File: config.mk
export PLATFORM = sky130hd
export DESIGN_NAME = alu_cond_writeback
export DESIGN_NICKNAME = d
export VERILOG_FILES = /design/src/rtl/alu_cond_writeback_pkg.sv /design/src/rtl/alu_cond_writeback_flag_reg.sv /design/src/rtl/alu_cond_writeback.sv
export SDC_FILE = /design/constraint.sdc
export NUM_CORES = 1
export LEC_CHECK = 0
export ABC_AREA = 1
export ABC_CLOCK_PERIOD_IN_PS = 3200
export CORE_MARGIN = 4
export CORE_UTILIZATION = 40
export DETAILED_ROUTE_END_ITERATION = 10
export HOLD_SLACK_MARGIN = 0.12
export PLACE_DENSITY = 0.74
export RECOVER_POWER = 25
export SYNTH_ARGS = -nofsm -noshare
export SYNTH_HDL_FRONTEND = slang
export SYNTH_SLANG_ARGS = --single-unit
File: constraint.sdc
create_clock -name clk -period 3.2 [get_ports clk]
set_input_delay 0.8 -clock clk [delete_from_list [all_inputs] [get_ports clk]]
set_output_delay 0.8 -clock clk [all_outputs]
set_load 0.05 [all_outputs]
File: src/rtl/alu_cond_writeback_pkg.sv
// Shared definitions for the ALU conditional write-back stage and its flag register.
package alu_cond_writeback_pkg;

  localparam logic [1:0] COND_ALWAYS = 2'b00;
  localparam logic [1:0] COND_CARRY  = 2'b10;
  localparam logic [1:0] COND_ZERO   = 2'b01;
  localparam logic [1:0] COND_RSVD   = 2'b11;

  localparam int PC_REG_DEFAULT = 7;

  typedef enum logic [1:0] {
    ST_IDLE  = 2'd0,
    ST_EVAL  = 2'd1,
    ST_WRITE = 2'd2,
    ST_DONE  = 2'd3
  } wb_state_e;

endpackage

File: src/rtl/alu_cond_writeback_flag_reg.sv
// Architectural C/Z flag register with independent per-flag load enables.
module wb_flag_reg (
  input  logic clk,
  input  logic rst_n,
  input  logic c_en,
  input  logic c_in,
  input  logic z_en,
  input  logic z_in,
  output logic c_flag,
  output logic z_flag
);

  logic c_q, c_d;
  logic z_q, z_d;

  always_comb begin
    c_d = c_en ? c_in : c_q;
    z_d = z_en ? z_in : z_q;
  end

  always_ff @(posedge clk or negedge rst_n) begin
    if (!rst_n) begin
      c_q <= 1'b0;
      z_q <= 1'b0;
    end else begin
      c_q <= c_d;
      z_q <= z_d;
    end
  end

  assign c_flag = c_q;
  assign z_flag = z_q;

endmodule

File: src/rtl/alu_cond_writeback.sv
// Captures an ALU result, evaluates its execute condition against C/Z and
// performs the handshaked register-file write plus flag commit.
module alu_cond_writeback
  import alu_cond_writeback_pkg::*;
#(
  parameter int DATA_W = 16,
  parameter int REG_AW = 3,
  parameter int PC_REG = PC_REG_DEFAULT
) (
  input  logic              clk,
  input  logic              rst_n,
  input  logic              flush,
  input  logic              in_valid,
  output logic              in_ready,
  input  logic [DATA_W-1:0] alu_out,
  input  logic              alu_carry,
  input  logic              alu_zero,
  input  logic [1:0]        cond,
  input  logic [REG_AW-1:0] dest,
  input  logic              rf_wr_req,
  input  logic              upd_c,
  input  logic              upd_z,
  output logic              rf_we,
  output logic [REG_AW-1:0] rf_waddr,
  output logic [DATA_W-1:0] rf_wdata,
  input  logic              rf_ready,
  output logic              pc_load,
  output logic              c_flag,
  output logic              z_flag,
  output logic              done,
  output logic              squashed,
  output logic              illegal
);

  wb_state_e         state_q, state_d;
  logic [DATA_W-1:0] data_q, data_d;
  logic              carry_q, carry_d;
  logic              zero_q, zero_d;
  logic [1:0]        cond_q, cond_d;
  logic [REG_AW-1:0] dest_q, dest_d;
  logic              wr_req_q, wr_req_d;
  logic              upd_c_q, upd_c_d;
  logic              upd_z_q, upd_z_d;
  logic              squashed_q, squashed_d;
  logic              illegal_q, illegal_d;
  logic              exec;
  logic              c_en, z_en;

  always_comb begin
    state_d    = state_q;
    data_d     = data_q;
    carry_d    = carry_q;
    zero_d     = zero_q;
    cond_d     = cond_q;
    dest_d     = dest_q;
    wr_req_d   = wr_req_q;
    upd_c_d    = upd_c_q;
    upd_z_d    = upd_z_q;
    squashed_d = squashed_q;
    illegal_d  = illegal_q;
    exec       = 1'b0;
    c_en       = 1'b0;
    z_en       = 1'b0;

    unique case (cond_q)
      COND_ALWAYS: exec = 1'b1;
      COND_CARRY:  exec = c_flag;
      COND_ZERO:   exec = z_flag;
      default:     exec = 1'b0;
    endcase

    case (state_q)
      ST_IDLE: begin
        if (in_valid) begin
          data_d     = alu_out;
          carry_d    = alu_carry;
          zero_d     = alu_zero;
          cond_d     = cond;
          dest_d     = dest;
          wr_req_d   = rf_wr_req;
          upd_c_d    = upd_c;
          upd_z_d    = upd_z;
          squashed_d = 1'b0;
          illegal_d  = 1'b0;
          state_d    = ST_EVAL;
        end
      end
      ST_EVAL: begin
        if (flush) begin
          state_d = ST_IDLE;
        end else if (exec && wr_req_q) begin
          state_d = ST_WRITE;
        end else if (exec) begin
          // No register write: flags commit straight from evaluation.
          c_en    = upd_c_q;
          z_en    = upd_z_q;
          state_d = ST_DONE;
        end else begin
          squashed_d = 1'b1;
          illegal_d  = (cond_q == COND_RSVD);
          state_d    = ST_DONE;
        end
      end
      ST_WRITE: begin
        // A flush in the handshake cycle abandons the write and the flags.
        if (flush) begin
          state_d = ST_IDLE;
        end else if (rf_ready) begin
          c_en    = upd_c_q;
          z_en    = upd_z_q;
          state_d = ST_DONE;
        end
      end
      default: state_d = ST_IDLE;
    endcase
  end

  always_ff @(posedge clk or negedge rst_n) begin
    if (!rst_n) begin
      state_q    <= ST_IDLE;
      data_q     <= '0;
      carry_q    <= 1'b0;
      zero_q     <= 1'b0;
      cond_q     <= COND_ALWAYS;
      dest_q     <= '0;
      wr_req_q   <= 1'b0;
      upd_c_q    <= 1'b0;
      upd_z_q    <= 1'b0;
      squashed_q <= 1'b0;
      illegal_q  <= 1'b0;
    end else begin
      state_q    <= state_d;
      data_q     <= data_d;
      carry_q    <= carry_d;
      zero_q     <= zero_d;
      cond_q     <= cond_d;
      dest_q     <= dest_d;
      wr_req_q   <= wr_req_d;
      upd_c_q    <= upd_c_d;
      upd_z_q    <= upd_z_d;
      squashed_q <= squashed_d;
      illegal_q  <= illegal_d;
    end
  end

  wb_flag_reg u_flags (
    .clk    (clk),
    .rst_n  (rst_n),
    .c_en   (c_en),
    .c_in   (carry_q),
    .z_en   (z_en),
    .z_in   (zero_q),
    .c_flag (c_flag),
    .z_flag (z_flag)
  );

  assign in_ready = (state_q == ST_IDLE);
  assign rf_we    = (state_q == ST_WRITE);
  assign rf_waddr = dest_q;
  assign rf_wdata = data_q;
  assign pc_load  = rf_we && (dest_q == REG_AW'(PC_REG));
  assign done     = (state_q == ST_DONE);
  assign squashed = done && squashed_q;
  assign illegal  = done && illegal_q;

endmodule

==> results.md <==
Run status:
- The run finished, with violations left.
- The checks that failed: capacitance limit, slew limit.

Worst setup path:
- On the critical path the largest part of the delay comes from buffers and inverters.
- Traced cell by cell, the critical path runs through inv_1 > ha_1 > inv_1 > nor2_1 > clkdlybuf4s50_1.
- The data arrival time of the worst path is 1960 ps.
- The cell that appears most often on the critical path is inv_1.
- The worst setup path is of the reg -> out kind.
- The worst setup path is launched from a flop.
- For the worst flop-to-flop path, the logic depth is 4.
- The buffer and inverter count on the worst path is 3.
- Among all stages on the critical path, the largest delay is contributed by clkdlybuf4s50_1.
- The worst setup path is captured at an output port.
- Data on the critical path is required at its endpoint by between 2000 and 2500 ps.
- The peak fanout along the critical path is 3.
- The critical path runs through a total of 5 cells.
- The biggest cell delay along the critical path is 800 ps.

Timing:
- Timing would allow up to between 300 and 400 MHz.
- The max-slew violation count came to 33.
- The worst pin sits at a relative slew slack of -10.58%.
- On the final layout, the worst clock skew is 9.013 ps.
- Setup violations remaining at the end of the flow were counted as 0.
- The portion of the clock cycle consumed by the worst path in the final layout is roughly 86%.
- Subtracting the final worst setup slack from the clock period gives 2758 ps.
- The hold slack is 500.5 ps.
- Setup repair after global routing left no endpoint under its margin.
- Adding up every negative setup slack in the final design gives 0 ps.
- The hold violation count in the final report is 0.
- At the pin with the least slew margin, the transition time is 1659 ps.

Job:
- The max-cap check violation count is 1.

Min path:
- The worst hold path belongs to the class reg -> reg.
- The worst hold path passes through 2 cells.

Synth:
- The count of yosys warnings during synthesis is 0.
- A synthesized cell averages approximately 12 µm².
- The synthesized design contains 32 register bits.
- By area, the combinational part of the netlist is dominated by multiplexers.
- The count of distinct cell types in the synthesized netlist is 18.
- The post-synth design cell area is 1476 µm².
- The gate count after technology mapping is ~120.
- Summing the areas of all compound-gate instances in the mapped netlist gives 2.627% of the synthesized area.
- After synthesis, the share of cell area in mux cells is 23.64%.
- The post-synthesis net count is 154.
- The xor and xnor fraction of the mapped netlist area is 0%.
- The synthesized netlist devotes a little under an eighth of its cell area to simple gates.
- The adder-cell share of the synthesized area is around 3.4%.
- After synthesis, flip-flops and latches occupy ~54% of the total area.

Cells and area:
- After the last flow step, the layout net total stands at 217.
- The library cells used most frequently in the layout, excluding fill and tap cells, are clkdlybuf4s50_1 (56), dfrtp_1 (32), nand2_1 (18), mux2_4 (18), inv_1 (12).
- The count of fill cells added during filler insertion is 273.
- The most common library cell in the layout ignoring fill and taps is clkdlybuf4s50_1.
- The total area of sequential cells is 800.8 µm².
- The multi-input gate area in the final layout is 608.1 µm².
- The antenna diode instance count is 0.
- The final instance count without filler cells is about 230.
- The fraction of layout cells with a size suffix above 1 is 19.67%.
- The relative area change from synthesis to final layout is 48.56%.

Placed design:
- The congestion estimate from routability-driven global placement came to just under 0.8.
- The number of placed instances, taps included is 221.
- The quantity of I/O buffers inserted on ports is 57.
- The post-DP HPWL is around 2400 µm.

Power:
- Dividing total power by cell area gives a power density of 1174 nW/µm².
- The total net switching power is 1142 µW.
- Net switching is 44.37% of the power.
- The analysis attributes to cell leakage a power of 0.001037 µW.
- The internal power of the cells totals between 1000 and 1500 µW.
- The share of power burned in the clock network is between 10% and 20%.
- The peak ir drop on the vdd network is 0.0005840 V.
- Of the total power, combinational logic draws a little under three fifths.
- The sequential group share of total power is 28.6%.

Drt:
- The detail route stage leaves a number of antenna-violating nets equal to 0.
- The first TritonRoute pass finished after 4 iterations.
- The total via count in the routed design is 1,055.
- The violation count after the first detailed-routing iteration is 35.
- The routed via count divided by cell count is roughly 4.6.
- In the routed design, unresolved DRC markers number 0.
- In the final routed layout, each cell accounts on average for 14.04 µm.
- The total wire length after detailed routing is 3216 µm.

Clock tree:
- The clock net sink count is 32.
- Post-CTS timing repair inserted 0 buffers for setup.
- The hold buffer count at cts is 0.
- The count of instances resized after the clock tree is built is 0.
- After clock tree synthesis, the clock-pin slew on the worst setup and hold paths is approximately 70 ps.
- The H-tree was split into 2 levels.
- The total clock buffers created by CTS is 5.
- The latest clock arrival within the worst-skew pair is 280 ps.
- The clock tree from TritonCTS is built.
- Counting along the longest clock path gives a buffer depth of 2.
- The tree is rooted in a clkbuf_8.

Die:
- The starting density of the core is a little over two fifths.
- The area of the die is between 4000 and 5000 µm².
- The standard cell core area is 3442 µm².
- Row generation in the floorplan step produced 21 rows.
- The boundary pin count is 58.
- The vertical extent of the die is 68.76 µm.
- The die is 68.76 µm wide.

Global routing:
- Global routing used 17.41% of the available met1 tracks.
- The met2 capacity usage during global routing is 23.36%.
- The number of global-route vias before repair is ~1.1k.
- The overflow left after global routing is 0.
- The first-pass GRT wire length is about 4900 µm.
- The global-route layer with the greatest usage is met2.
- The met3 usage in global routing is 5.997%.
- The maximum number of pins on one net before global-route repair is 33.
- The number of antenna violations at the first check in global routing is 0.
- The overall routing resource usage is 14.56%.
through the flow:
stage	area, µm²	util (%)	power [µW]	setup slack [ps]
after global routing	2193	63.72	2705	317.2
after detailed placement	2090	60.71	2212	751.2
after CTS	2197	63.83	2600	443.2
after global placement	2090	60.71	2176	810.5
after floorplan	1476	-	1762	685.7
final	2193	63.72	2574	441.8
logic make-up (layout without fill, tap and decap cells):
family	Yosys count	count (layout)
mux	25	25
buf+inv	14	78
compound gates	7	7
fa+ha+maj	4	4
flops	32	32
simple gates	37	37
registers in the layout (all words and copies together) (netlist names):
register        count
carry_q             1
upd_z_q             1
u_flags.c_flag      1
rf_waddr            3
wr_req_q            1
squashed_q          1
zero_q              1
state_q             2
u_flags.z_flag      1
cond_q              2
illegal_q           1
upd_c_q             1
rf_wdata           16
metal layers:
layer / vias to the layer above / share of wire (%)
met5: - / 0
met4: 0 / 0.59
met3: 2 / 6.7
met2: 35 / 51
met1: 499 / 42
li1: 519 / -
power groups by stage:
stage | clock [µW] | sequential [µW] | combinational (µW)
floorplan | 0 | 1190 | 569
global placement | 0 | 728 | 1450
detailed placement | 0 | 741 | 1470
CTS | 385 | 738 | 1480
global route | 399 | 760 | 1550
finish | 375 | 737 | 1460
synth_stat cells:
library cell   n  area (µm²)
a21oi_1        1       5.000
buf_6          2       22.52
dfrtp_1       32       800.8
ha_1           4       50.05
inv_1         12       45.04
mux2_2         7       78.83
mux2_4        18       270.3
nand2_1       18       67.56
nand2_2        2       12.51
nand2_4        1       11.26
nand3_1        8       40.04
nand4_1        2       12.51
nor2_1         4       15.01
nor3_1         1       5.000
o21ai_0        3       15.01
o21ai_1        2       10.01
o21ai_2        1       8.760
or2_1          1       6.260
worst min-delay path, cell delays in order, from the launching register on:
cell,delay [ps]
dfrtp_1,350
nand2_1,50
o21ai_0,60
area by class of cell:
class / instances / share of cell area, %
Timing Repair Buffer: 58 / 26.18
Clock buffer: 6 / 3.309
Multi-Input combinational cell: 73 / 27.72
Sequential cell: 32 / 36.51
Tap cell: 46 / 2.624
Clock inverter: 2 / 1.597
Inverter: 12 / 2.054
worst paths after layout:
path                            start     endpoint  slack [ps]
hold reg to reg            squashed_q   squashed_q         500
setup / recovery           state_q[0]      pc_load         440
max in group asynchronous       rst_n  rf_wdata[4]         750
min in group asynchronous       rst_n   state_q[0]        1480
hold / removal             squashed_q   squashed_q         500
setup reg to reg           state_q[0]  rf_waddr[0]        1570
Power figures use the tool's default switching activity.
